## src/rtl/ahb_manager_arbiter.sv

```systemverilog
// ahb_manager_arbiter: round-robin share of one AHB-Lite manager port
// between NUM_REQ single-transfer requesters, one transfer in flight.
module ahb_manager_arbiter #(
    parameter int NUM_REQ    = 2,
    parameter int ADDR_WIDTH = 32,
    parameter int DATA_WIDTH = 32
) (
    input  logic                            HCLK,
    input  logic                            HRESET,
    input  logic [NUM_REQ-1:0]              req_valid,
    output logic [NUM_REQ-1:0]              req_ready,
    input  logic [NUM_REQ-1:0]              req_write,
    input  logic [NUM_REQ*ADDR_WIDTH-1:0]   req_addr,
    input  logic [NUM_REQ*3-1:0]            req_size,
    input  logic [NUM_REQ*DATA_WIDTH-1:0]   req_wdata,
    input  logic [NUM_REQ*DATA_WIDTH/8-1:0] req_wstrb,
    output logic [NUM_REQ-1:0]              rsp_valid,
    output logic [DATA_WIDTH-1:0]           rsp_rdata,
    output logic                            rsp_err,
    output logic                            HSEL,
    output logic [ADDR_WIDTH-1:0]           HADDR,
    output logic [1:0]                      HTRANS,
    output logic                            HWRITE,
    output logic [2:0]                      HSIZE,
    output logic [2:0]                      HBURST,
    output logic                            HMASTLOCK,
    output logic [DATA_WIDTH-1:0]           HWDATA,
    output logic [DATA_WIDTH/8-1:0]         HWSTRB,
    input  logic                            HREADY,
    input  logic                            HRESP,
    input  logic [DATA_WIDTH-1:0]           HRDATA
);

    localparam int SW    = DATA_WIDTH / 8;
    localparam int PW    = (NUM_REQ > 1) ? $clog2(NUM_REQ) : 1;
    localparam int MAXSZ = $clog2(SW);

    typedef enum logic [1:0] {IDLE, ADDR, DATA, ERR} state_t;

    state_t state, state_nx;

    logic [PW-1:0]         rr_ptr, gnt, gnt_c, cand;
    logic [NUM_REQ-1:0]    elig;
    logic                  any_c, legal_c, accept;
    logic [ADDR_WIDTH-1:0] c_addr, amask;
    logic [2:0]            c_size;

    logic                  l_write;
    logic [ADDR_WIDTH-1:0] l_addr;
    logic [2:0]            l_size;
    logic [DATA_WIDTH-1:0] l_wdata;
    logic [SW-1:0]         l_wstrb;

    assign HBURST    = 3'b000;
    assign HMASTLOCK = 1'b0;

    // round-robin pick starting after the last winner; a requester whose
    // response pulses this cycle is held off so ready and response never overlap
    always_comb begin
        elig   = req_valid & ~rsp_valid;
        any_c  = 1'b0;
        gnt_c  = '0;
        cand   = '0;
        for (int k = 1; k <= NUM_REQ; k++) begin
            cand = PW'((int'(rr_ptr) + k) % NUM_REQ);
            if (!any_c && elig[cand]) begin
                any_c = 1'b1;
                gnt_c = cand;
            end
        end
        c_addr  = req_addr[gnt_c*ADDR_WIDTH +: ADDR_WIDTH];
        c_size  = req_size[gnt_c*3 +: 3];
        amask   = (ADDR_WIDTH'(1) << c_size) - ADDR_WIDTH'(1);
        legal_c = (c_size <= 3'(MAXSZ)) && ((c_addr & amask) == '0);
    end

    // next state and bus/handshake outputs
    always_comb begin
        state_nx  = state;
        accept    = 1'b0;
        req_ready = '0;
        HSEL      = 1'b0;
        HTRANS    = 2'b00;
        HADDR     = '0;
        HWRITE    = 1'b0;
        HSIZE     = 3'b000;
        HWDATA    = '0;
        HWSTRB    = '0;
        case (state)
            IDLE: begin
                if (any_c && !HRESET) begin
                    accept           = 1'b1;
                    req_ready[gnt_c] = 1'b1;
                    state_nx         = legal_c ? ADDR : ERR;
                end
            end
            ADDR: begin
                HSEL   = 1'b1;
                HTRANS = 2'b10;
                HADDR  = l_addr;
                HWRITE = l_write;
                HSIZE  = l_size;
                if (HREADY) state_nx = DATA;
            end
            DATA: begin
                if (l_write) begin
                    HWDATA = l_wdata;
                    HWSTRB = l_wstrb;
                end
                if (HREADY) state_nx = IDLE;
            end
            ERR: state_nx = IDLE;
            default: state_nx = IDLE;
        endcase
    end

    // state register
    always_ff @(posedge HCLK) begin
        if (HRESET) state <= IDLE;
        else        state <= state_nx;
    end

    // request latch, arbitration pointer and registered response
    always_ff @(posedge HCLK) begin
        if (HRESET) begin
            rr_ptr    <= PW'(NUM_REQ - 1);
            gnt       <= '0;
            l_write   <= 1'b0;
            l_addr    <= '0;
            l_size    <= 3'b000;
            l_wdata   <= '0;
            l_wstrb   <= '0;
            rsp_valid <= '0;
            rsp_err   <= 1'b0;
            rsp_rdata <= '0;
        end else begin
            rsp_valid <= '0;
            rsp_err   <= 1'b0;
            rsp_rdata <= '0;
            if (accept) begin
                rr_ptr  <= gnt_c;
                gnt     <= gnt_c;
                l_write <= req_write[gnt_c];
                l_addr  <= c_addr;
                l_size  <= c_size;
                l_wdata <= req_wdata[gnt_c*DATA_WIDTH +: DATA_WIDTH];
                l_wstrb <= req_wstrb[gnt_c*SW +: SW];
            end
            if (state == DATA && HREADY) begin
                rsp_valid[gnt] <= 1'b1;
                rsp_err        <= HRESP;
                rsp_rdata      <= l_write ? '0 : HRDATA;
            end
            if (state == ERR) begin
                rsp_valid[gnt] <= 1'b1;
                rsp_err        <= 1'b1;
            end
        end
    end

endmodule

```

## config.mk

```make
export PLATFORM = sky130hd
export DESIGN_NAME = ahb_manager_arbiter
export DESIGN_NICKNAME = d
export VERILOG_FILES = /design/src/rtl/ahb_manager_arbiter.sv
export SDC_FILE = /design/constraint.sdc
export NUM_CORES = 1
export LEC_CHECK = 0
export BUFFER_PORTS_ARGS = -buffer_cell sky130_fd_sc_hd__buf_2
export CORE_AREA = 2 2 116 118
export DETAILED_ROUTE_END_ITERATION = 16
export DIE_AREA = 0 0 118 120
export PLACE_DENSITY = 0.73
export SYNTH_ARGS = -nofsm -noshare
export SYNTH_HDL_FRONTEND = slang
export SYNTH_SLANG_ARGS = --single-unit
```

## constraint.sdc

```tcl
create_clock -name HCLK -period 3.98 [get_ports HCLK]
set_input_delay 0.199 -clock HCLK [delete_from_list [all_inputs] [get_ports HCLK]]
set_output_delay 0.199 -clock HCLK [all_outputs]
set_load 0.01 [all_outputs]
```

# Word level (Yosys, flattened, before mapping)
# Index checks and enable logic that the tools add are counted.
# Widths: inputs -> output; s select.
dict set report totals {
  output_inout_bits 116
  word_cells 87
  inputBits 182
  register_bits 111
}
dict set report classes {
  bitwise_logic 5
  add_sub_neg 3
  n_mux 37
  order_cmp 7
  n_eq_ne 6
  multipliers 1
  shifts 5
  reduce_logical 12
}
# cell count
set ops {}
lappend ops {{$shiftx 64x7->32} 2}
lappend ops {{$mux 32} 3}
lappend ops {{$and 32x32->32} 1}
lappend ops {{$logic_not 32->1} 1}
lappend ops {{$shl 1x3->32 const A} 1}
lappend ops {{$sub 32x2->32 const B} 1}
lappend ops {{$mux 2} 10}
lappend ops {{$mux 1} 18}
lappend ops {{$lt 1x2->1 const B} 4}
lappend ops {{$mux 4} 2}
lappend ops {{$pmux 2 s4} 1}
lappend ops {{$shiftx 8x4->4} 1}
lappend ops {{$logic_and 1x1->1} 6}
lappend ops {{$ne 2x2->1 const B} 3}
lappend ops {{$shiftx 6x4->3} 1}
lappend ops {{$eq 2x2->1 const B} 2}
lappend ops {{$le 3x2->1 const B} 1}
lappend ops {{$mul 1x2->3 const B} 1}
lappend ops {{$mux 3} 1}
lappend ops {{$reduce_and 3->1} 1}
lappend ops {{$reduce_or 3->1} 1}
lappend ops {{$add 1x1->1 const B} 2}
lappend ops {{$and 2x2->2} 1}
lappend ops {{$demux 1 s1} 2}
lappend ops {{other kinds (7)} 9}

# Depth between registers and ports, before layout
# Gate-level depths: netlist of run 1.
dict set report depth {
  depth_word 18
  mapped_depth 12
  depth_no_buf 9
}

# Least setup slack after synthesis of run 1
# Ideal clock, no wire load.
dict set report synth_timing {
  path_type {reg2reg}
  start {register rsp_valid[0]}
  end {register state[1]}
  t_required_ps 3889
  t_arrival_ps 2100
  path_buffers 3
  path_slack_ps 1789
  synth_period_minus_slack_ps 2191
  setup_time_ps 91
  path_stages_with_launch 11
  path_cell_list {dfxtp_1 and3b_1 or2_1 buf_4 buf_6 buf_12 o21a_1 ha_1 o221ai_1 o22ai_1 a311oi_1}
}
dict set report synth_between {
  elab_chain_cells 18
  word_cells_on_any_way 27
  cone_classes {add/sub (1); mul (1); order compare (1); eq/ne (1); shift (3); mux (11); bitwise (3); reduce/logical (6)}
}
# element line
set synth_lines {}
lappend synth_lines {{from (decl)} 17} ;# output logic [NUM_REQ-1:0] rsp_valid,
lappend synth_lines {{from (signal assigned)} 133} ;# rsp_valid <= '0;
lappend synth_lines {{from (signal assigned)} 137} ;# rsp_valid <= '0;
lappend synth_lines {{from (signal, indexed assignment)} 150} ;# rsp_valid[gnt] <= 1'b1;
lappend synth_lines {{$not 2->2 (*)} 60} ;# elig = req_valid & ~rsp_valid;
lappend synth_lines {{$and 2x2->2 (*)} 60}
lappend synth_lines {{$mux 1 (not written as such) (2 in a row)} 66} ;# if (!any_c && elig[cand]) begin
lappend synth_lines {{$mux 1} 66}
lappend synth_lines {{$logic_not 1->1} 66}
lappend synth_lines {{$logic_and 1x1->1} 66}
lappend synth_lines {{$mux 1} 66}
lappend synth_lines {{$mul 1x2->3} 72} ;# c_size = req_size[gnt_c*3 +: 3];
lappend synth_lines {{$shiftx 6x4->3} 72}
lappend synth_lines {{$shl 1x3->32} 73} ;# amask = (ADDR_WIDTH'(1) << c_size) - ADDR_WIDTH'(1);
lappend synth_lines {{$sub 32x2->32} 73}
lappend synth_lines {{$and 32x32->32} 74} ;# legal_c = (c_size <= 3'(MAXSZ)) && ((c_addr & amask) == '0);
lappend synth_lines {{$logic_not 32->1} 74}
lappend synth_lines {{$logic_and 1x1->1} 74}
lappend synth_lines {{$mux 2} 94} ;# state_nx = legal_c ? ADDR : ERR;
lappend synth_lines {{$mux 2} 91} ;# if (any_c && !HRESET) begin
lappend synth_lines {{$pmux 2 s4} 89} ;# case (state)
lappend synth_lines {{to (signal assigned)} 120} ;# else state <= state_nx;
lappend synth_lines {{to (decl)} 40} ;# state_t state, state_nx;
# Mark *: on every way between the ends. The rest lies on a longest branch, timed or not. The select of a mux whose other input is x is not followed.
# A chain may end at the register's enable or synchronous reset.

# Worst setup path after layout of run 1
dict set report layout_timing {
  start {register rsp_valid[0]}
  end {output port req_ready[1]}
}
dict set report layout_between {
  elab_chain_cells 14
  word_cells_on_any_way 20
  cone_classes {order compare (2); mux (12); bitwise (2); reduce/logical (4)}
}
# element line
set layout_lines {}
lappend layout_lines {{$not 2->2 (*)} 60}
lappend layout_lines {{$and 2x2->2 (*)} 60}
lappend layout_lines {{$mux 1 (not written as such) (2 in a row)} 66}
lappend layout_lines {{$mux 1} 66}
lappend layout_lines {{$logic_not 1->1} 66}
lappend layout_lines {{$logic_and 1x1->1} 66}
lappend layout_lines {{$mux 1} 66}
lappend layout_lines {{$lt 1x2->1 (not written as such) or $ge 1x1->1 (tied branches)} 93} ;# req_ready[gnt_c] = 1'b1;
lappend layout_lines {{$logic_and 1x1->1 (not written as such)} 93}
lappend layout_lines {{$mux 1 (not written as such)} 93}
lappend layout_lines {{$demux 1 s1} 93}
lappend layout_lines {{$mux 2 (*)} 91}
lappend layout_lines {{$mux 2 (*)} 89}
lappend layout_lines {{to (decl)} 11} ;# output logic [NUM_REQ-1:0] req_ready,
# Marked as above.

==> run summary, run 1 <==
status = complete, no violations
hold crit path type = in2reg
max_slew headroom = 25.8%
Multi-input gate area = 2500 sq um
CTS clock-pin slew for the worst setup and hold paths = 80 ps
Worst EP arrival = 2280 ps
Critical Path End = req_ready[1]
number of diodes = 0
final hold viol count = 0
post-synthesis sequential area ratio = 44.4%
PortBufs = 292
die area = 14200 sq um
Avg Cell Area, Syn = 8.14 sq um
Max Fanout on Critical Path = 64
vias in the first global route = 4750
Least-Margin Pin Slew = 1110 ps
Post-synth top cells = 141 x nand2_1, 111 x dfxtp_1, 104 x and2_1
Seq. cell area = 2220 sq um
PwrDens = 432 nW/um^2
Worst-Skew Late Latency = 350 ps
GRT Total Usage = 20.5%
CTS tree = yes
FF-to-FF setup slack = 1770 ps
final hold slack = 38.2 ps
R2R Path Start = rsp_valid[0]
FF+latch count, synth = 111
DRT Wirelength = 14700 um
top cells by area, synth = dfxtp_1 44%, and2_1 13%, a311oi_1 12%
Die X = 118 um
final setup fails = 0
slowest stage delay, CP = 630 ps
RSZ-0062 raised after global routing = no
Post-CTS Resized = 0
worst path cell trace = and3b_1 > or2_2 > buf_4 > nor3_1 > buf_2
Mapped Cells = 615
maxcap violations = 0
share of layout cells above drive strength 1 = 38.1%
final cell utilization of the core = 52.4%
Synth Cell Area = 5000 sq um
Unique masters post-synth = 38
initial antenna violation count = 1
Final Critical Period = 2480 ps
CTS H-tree lvls = 3
Req. time, crit path = 3780 ps
Starting Density = 38.5%
R2R cell count = 8
ys async rst share = 0%
antenna viol nets, final = 0
num rows = 42
pin count of the biggest net entering global routing = 115
Crit-path slowest cell = buf_4
drt drc = 0
CTS Hold Buffers Added = 0
Vias/cell = 4.83
static leakage = 3.42 nW
r2r endpoint = state[1]
Startpoint Class = register
GP Congestion = 0.784
Clock Tree Root = clkbuf_16
starting DRC count in detailed routing = 330
Wirelength per Cell = 14.0 um
Chip Height = 120 um
CP Class = reg2out
first-pass GRT wire length = 23300 um
number of nets in the layout = 1054
Fill cells = 1289
Pre-antenna DRT Iters = 4
core area = 13000 sq um
setup TNS = 0 ps
total CTS buffers = 9
Final Skew = 7.94 ps
Worst setup EP type = primary output
total power = 0.00294 W
CP startpoint = rsp_valid[0]
grt total ovfl = 0
Synth Warn # = 0
setup bufs post-CTS = 0
synthesis-to-finish area growth = 36.0%
Tcrit/Tclk final = 62.4%
Synth top area share = 44.4%
Post-DP HPWL = 10400 um
fmax = 403 MHz
Max VDD drop = 209 uV
most frequent cell after synthesis = nand2_1
Clock Sinks = 111
clock buffer depth = 2
DR vias = 5083
top cell type by total area after synthesis = dfxtp_1
Top Ports = 298
Post-synth EDFFs = 0
Top FF cell, synth = dfxtp_1
Final Max Slew Viols = 0
-- sequential cells by signal, indices dropped and copies added, names as in the netlist --
name,count
l_addr,32
l_wdata,32
rsp_rdata,32
l_wstrb,4
l_size,3
rsp_valid,2
state,2
gnt,1
l_write,1
rr_ptr,1
rsp_err,1
-- kinds of logic after synthesis --
family | share of synthesized area (%)
other | 0.0749
AND/OR/NAND/NOR | 32.7
AO/OA/AOI/OAI | 15.8
flip-flops | 44.4
buffers and inverters | 6.58
adder cells (fa/ha/maj) | 0.250
multiplexers | 0.200
-- through the flow --
step	instance area, sq um	setup slack (ps)	std cells
after detailed placement	6480	1790	1036
after floorplan	5020	1790	619
after CTS	6800	1480	1052
after global routing	6800	1310	1052
after global placement	6480	1850	1036
final	6800	1500	1052
-- final cells by class --
type | count | share of cell area, %
multi-input cells | 444 | 36.7
flip-flops and latches | 111 | 32.7
repair buffers | 300 | 22.4
clock buffers | 9 | 3.31
well taps | 176 | 3.24
clock inverters | 7 | 1.45
inverters | 5 | 0.276
-- layer usage --
layer / share of wire (%) / up-vias / routed length [um] / GRT usage (%)
li1: - / 2564 / - / -
met1: 42 / 2300 / 6140 / 23.6
met2: 50 / 201 / 7330 / 37.0
met3: 7.1 / 16 / 1040 / 6.42
met4: 1.4 / 2 / 200 / 5.27
met5: 0.075 / - / 11 / 0
-- report_power, final --
group          switching, W  total, W  leakage (nW)  internal (W)
clock              0.000472  0.000929         0.154      0.000457
sequential        0.0000698   0.00133         0.914       0.00126
combinational      0.000398  0.000680          2.35      0.000282
total              0.000939   0.00294          3.42       0.00200
-- worst min path at each step --
stage	cells after the start	startpoint	end	slack, ps
floorplan	1	HRDATA[0]	rsp_rdata[0]	320
CTS	2	HRDATA[30]	rsp_rdata[30]	20
finish	2	HRDATA[30]	rsp_rdata[30]	40
global route	2	HRDATA[30]	rsp_rdata[30]	20
detailed placement	2	HRDATA[30]	rsp_rdata[30]	400
global placement	2	HRDATA[22]	rsp_rdata[22]	400
-- placed cells by master (no fill, tap or decap), types with 2 or more instances in the layout --
cell type,count
o221ai_1,2
and2_1,104
inv_6,2
clkinv_8,5
a311oi_1,68
buf_2,292
nor3_1,5
nand2_1,141
nor2_1,80
a21oi_1,3
buf_4,8
conb_1,5
a311oi_2,5
dfxtp_1,111
clkbuf_16,9
a211o_1,2
o21a_1,2
nand2b_4,2
nand2_2,5
inv_1,5
-- worst max-delay path, delay by kind of cell, from the launching register on --
kind	cells	cell delay, ps
buffers and inverters	2	800
AND/OR/NAND/NOR	3	780
flip-flops	1	320
No activity file was read; power rests on OpenSTA's default activity.
==> run 2: changes to the inputs <==
- CORE_AREA: 2 2 116 118 -> 2 2 117 119
- DIE_AREA: 0 0 118 120 -> 0 0 119 121
- PLACE_DENSITY: 0.73 -> 0.72
- clock period: 3.98 -> 2.45 ns (I/O delays scaled with it)
==> run 2 against run 1 <==
Against the previous run:
- register-to-register slack lost 1400 ps
- design area up 5.5%
- total power increased by 64%
- setup slack got worse by 1200 ps
- clock skew is 1.1 ps lower
- clock power up 61%
- sequential share of layout area fell by 1.7 points
- die area grew 1.7%
- highest routed layer is now met4
==> run summary, run 2 (same netlist as run 1, synthesis figures left out) <==
status = complete, no violations
Least-Margin Pin Slew = 579 ps
drt drc = 0
CTS H-tree lvls = 3
PortBufs = 292
RSZ-0062 raised after global routing = no
Final Max Slew Viols = 0
grt total ovfl = 0
Pre-antenna DRT Iters = 4
R2R Path Start = rsp_valid[0]
Max VDD drop = 330 uV
Clock Sinks = 111
CP startpoint = rsp_valid[0]
Worst-Skew Late Latency = 350 ps
Post-CTS Resized = 0
share of layout cells above drive strength 1 = 37.0%
starting DRC count in detailed routing = 305
Tcrit/Tclk final = 86.8%
Die X = 119 um
PwrDens = 673 nW/um^2
first-pass GRT wire length = 24300 um
CP Class = reg2out
Critical Path End = req_ready[1]
Regs by FF count = l_addr x32, l_wdata x32, rsp_rdata x32
initial antenna violation count = 2
Worst setup EP type = primary output
Final Critical Period = 2130 ps
antenna viol nets, final = 0
CTS clock-pin slew for the worst setup and hold paths = 80 ps
maxcap violations = 0
die area = 14400 sq um
synthesis-to-finish area growth = 43.5%
final hold viol count = 0
max_slew headroom = 61.4%
commonest non-fill, non-tap cell in the layout = buf_2
Req. time, crit path = 2330 ps
Startpoint Class = register
GRT Total Usage = 21.2%
DRT Wirelength = 15500 um
Clock Tree Root = clkbuf_16
vias in the first global route = 4925
Wirelength per Cell = 14.2 um
dpl cells = 1039
FF-to-FF setup slack = 410 ps
Vias/cell = 4.76
hold crit path type = in2reg
total CTS buffers = 9
GP Congestion = 0.772
Max Fanout on Critical Path = 42
Worst EP arrival = 2000 ps
fmax = 470 MHz
final setup fails = 0
worst slack at placement = 424 ps
Final Skew = 6.81 ps
core area = 13100 sq um
Post-DP HPWL = 10900 um
r2r endpoint = state[1]
final worst slack = 323 ps
pin count of the biggest net entering global routing = 105
total power = 0.00483 W
DR vias = 5181
non-filler cells, final = 1089
R2R cell count = 8
CTS tree = yes
setup bufs post-CTS = 0
clock buffer depth = 2
commonest non-fill, non-tap cells in the layout = 292 x buf_2, 141 x nand2_1, 111 x dfxtp_1, 104 x and2_1, 80 x nor2_1
number of nets in the layout = 1089
static leakage = 3.57 nW
setup TNS = 0 ps
Starting Density = 38.2%
num rows = 42
CTS Hold Buffers Added = 32
final hold slack = 18.2 ps
Chip Height = 121 um
Top Ports = 298
run 2: final cells by class:
cell class | instances | area [sq um]
Antenna cell | 2 | 5.00
Clock buffer | 9 | 225
Clock inverter | 7 | 88.8
Fill cell | 1231 | 5910
Inverter | 5 | 18.8
Multi-Input combinational cell | 444 | 2500
Sequential cell | 111 | 2220
Tap cell | 176 | 220
Timing Repair Buffer | 335 | 1900
run 2: how the worst min path moves through the flow:
| stage | start | to | slack, ps | cells after the start |
|---|---|---|---|---|
| floorplan | HRDATA[0] | rsp_rdata[0] | 240 | 1 |
| global placement | HRDATA[24] | rsp_rdata[24] | 320 | 2 |
| detailed placement | HRDATA[1] | rsp_rdata[1] | 320 | 2 |
| CTS | req_addr[45] | l_addr[13] | 6 | 3 |
| global route | req_addr[59] | l_addr[27] | 4 | 3 |
| finish | req_addr[35] | l_addr[3] | 20 | 3 |
run 2: power by group:
group,internal [W],switching (W),leakage (nW)
registers,0.00205,0.000114,0.914
logic,0.000510,0.000661,2.51
clock network,0.000737,0.000762,0.152
run 2: worst max-delay path, stage by stage (launching register included):
cell,delay [ps]
dfxtp_1,350
and3b_1,250
or2_2,340
buf_4,290
nor3_1,230
buf_2,160
run 2: metrics by stage:
stage          utilization [%]  instance area (sq um)
6_report                  54.9                   7180
2_1_floorplan                -                   5020
5_1_grt                   54.8                   7180
3_5_place_dp              50.0                   6540
3_3_place_gp              50.0                   6540
4_1_cts                   54.8                   7170
run 2: layer usage:
metal  routed length [um]  global-route usage [%]
met1                 6160                    24.1
met2                 7820                    37.8
met3                 1270                    6.95
met4                  255                    6.85
met5                    0                       0
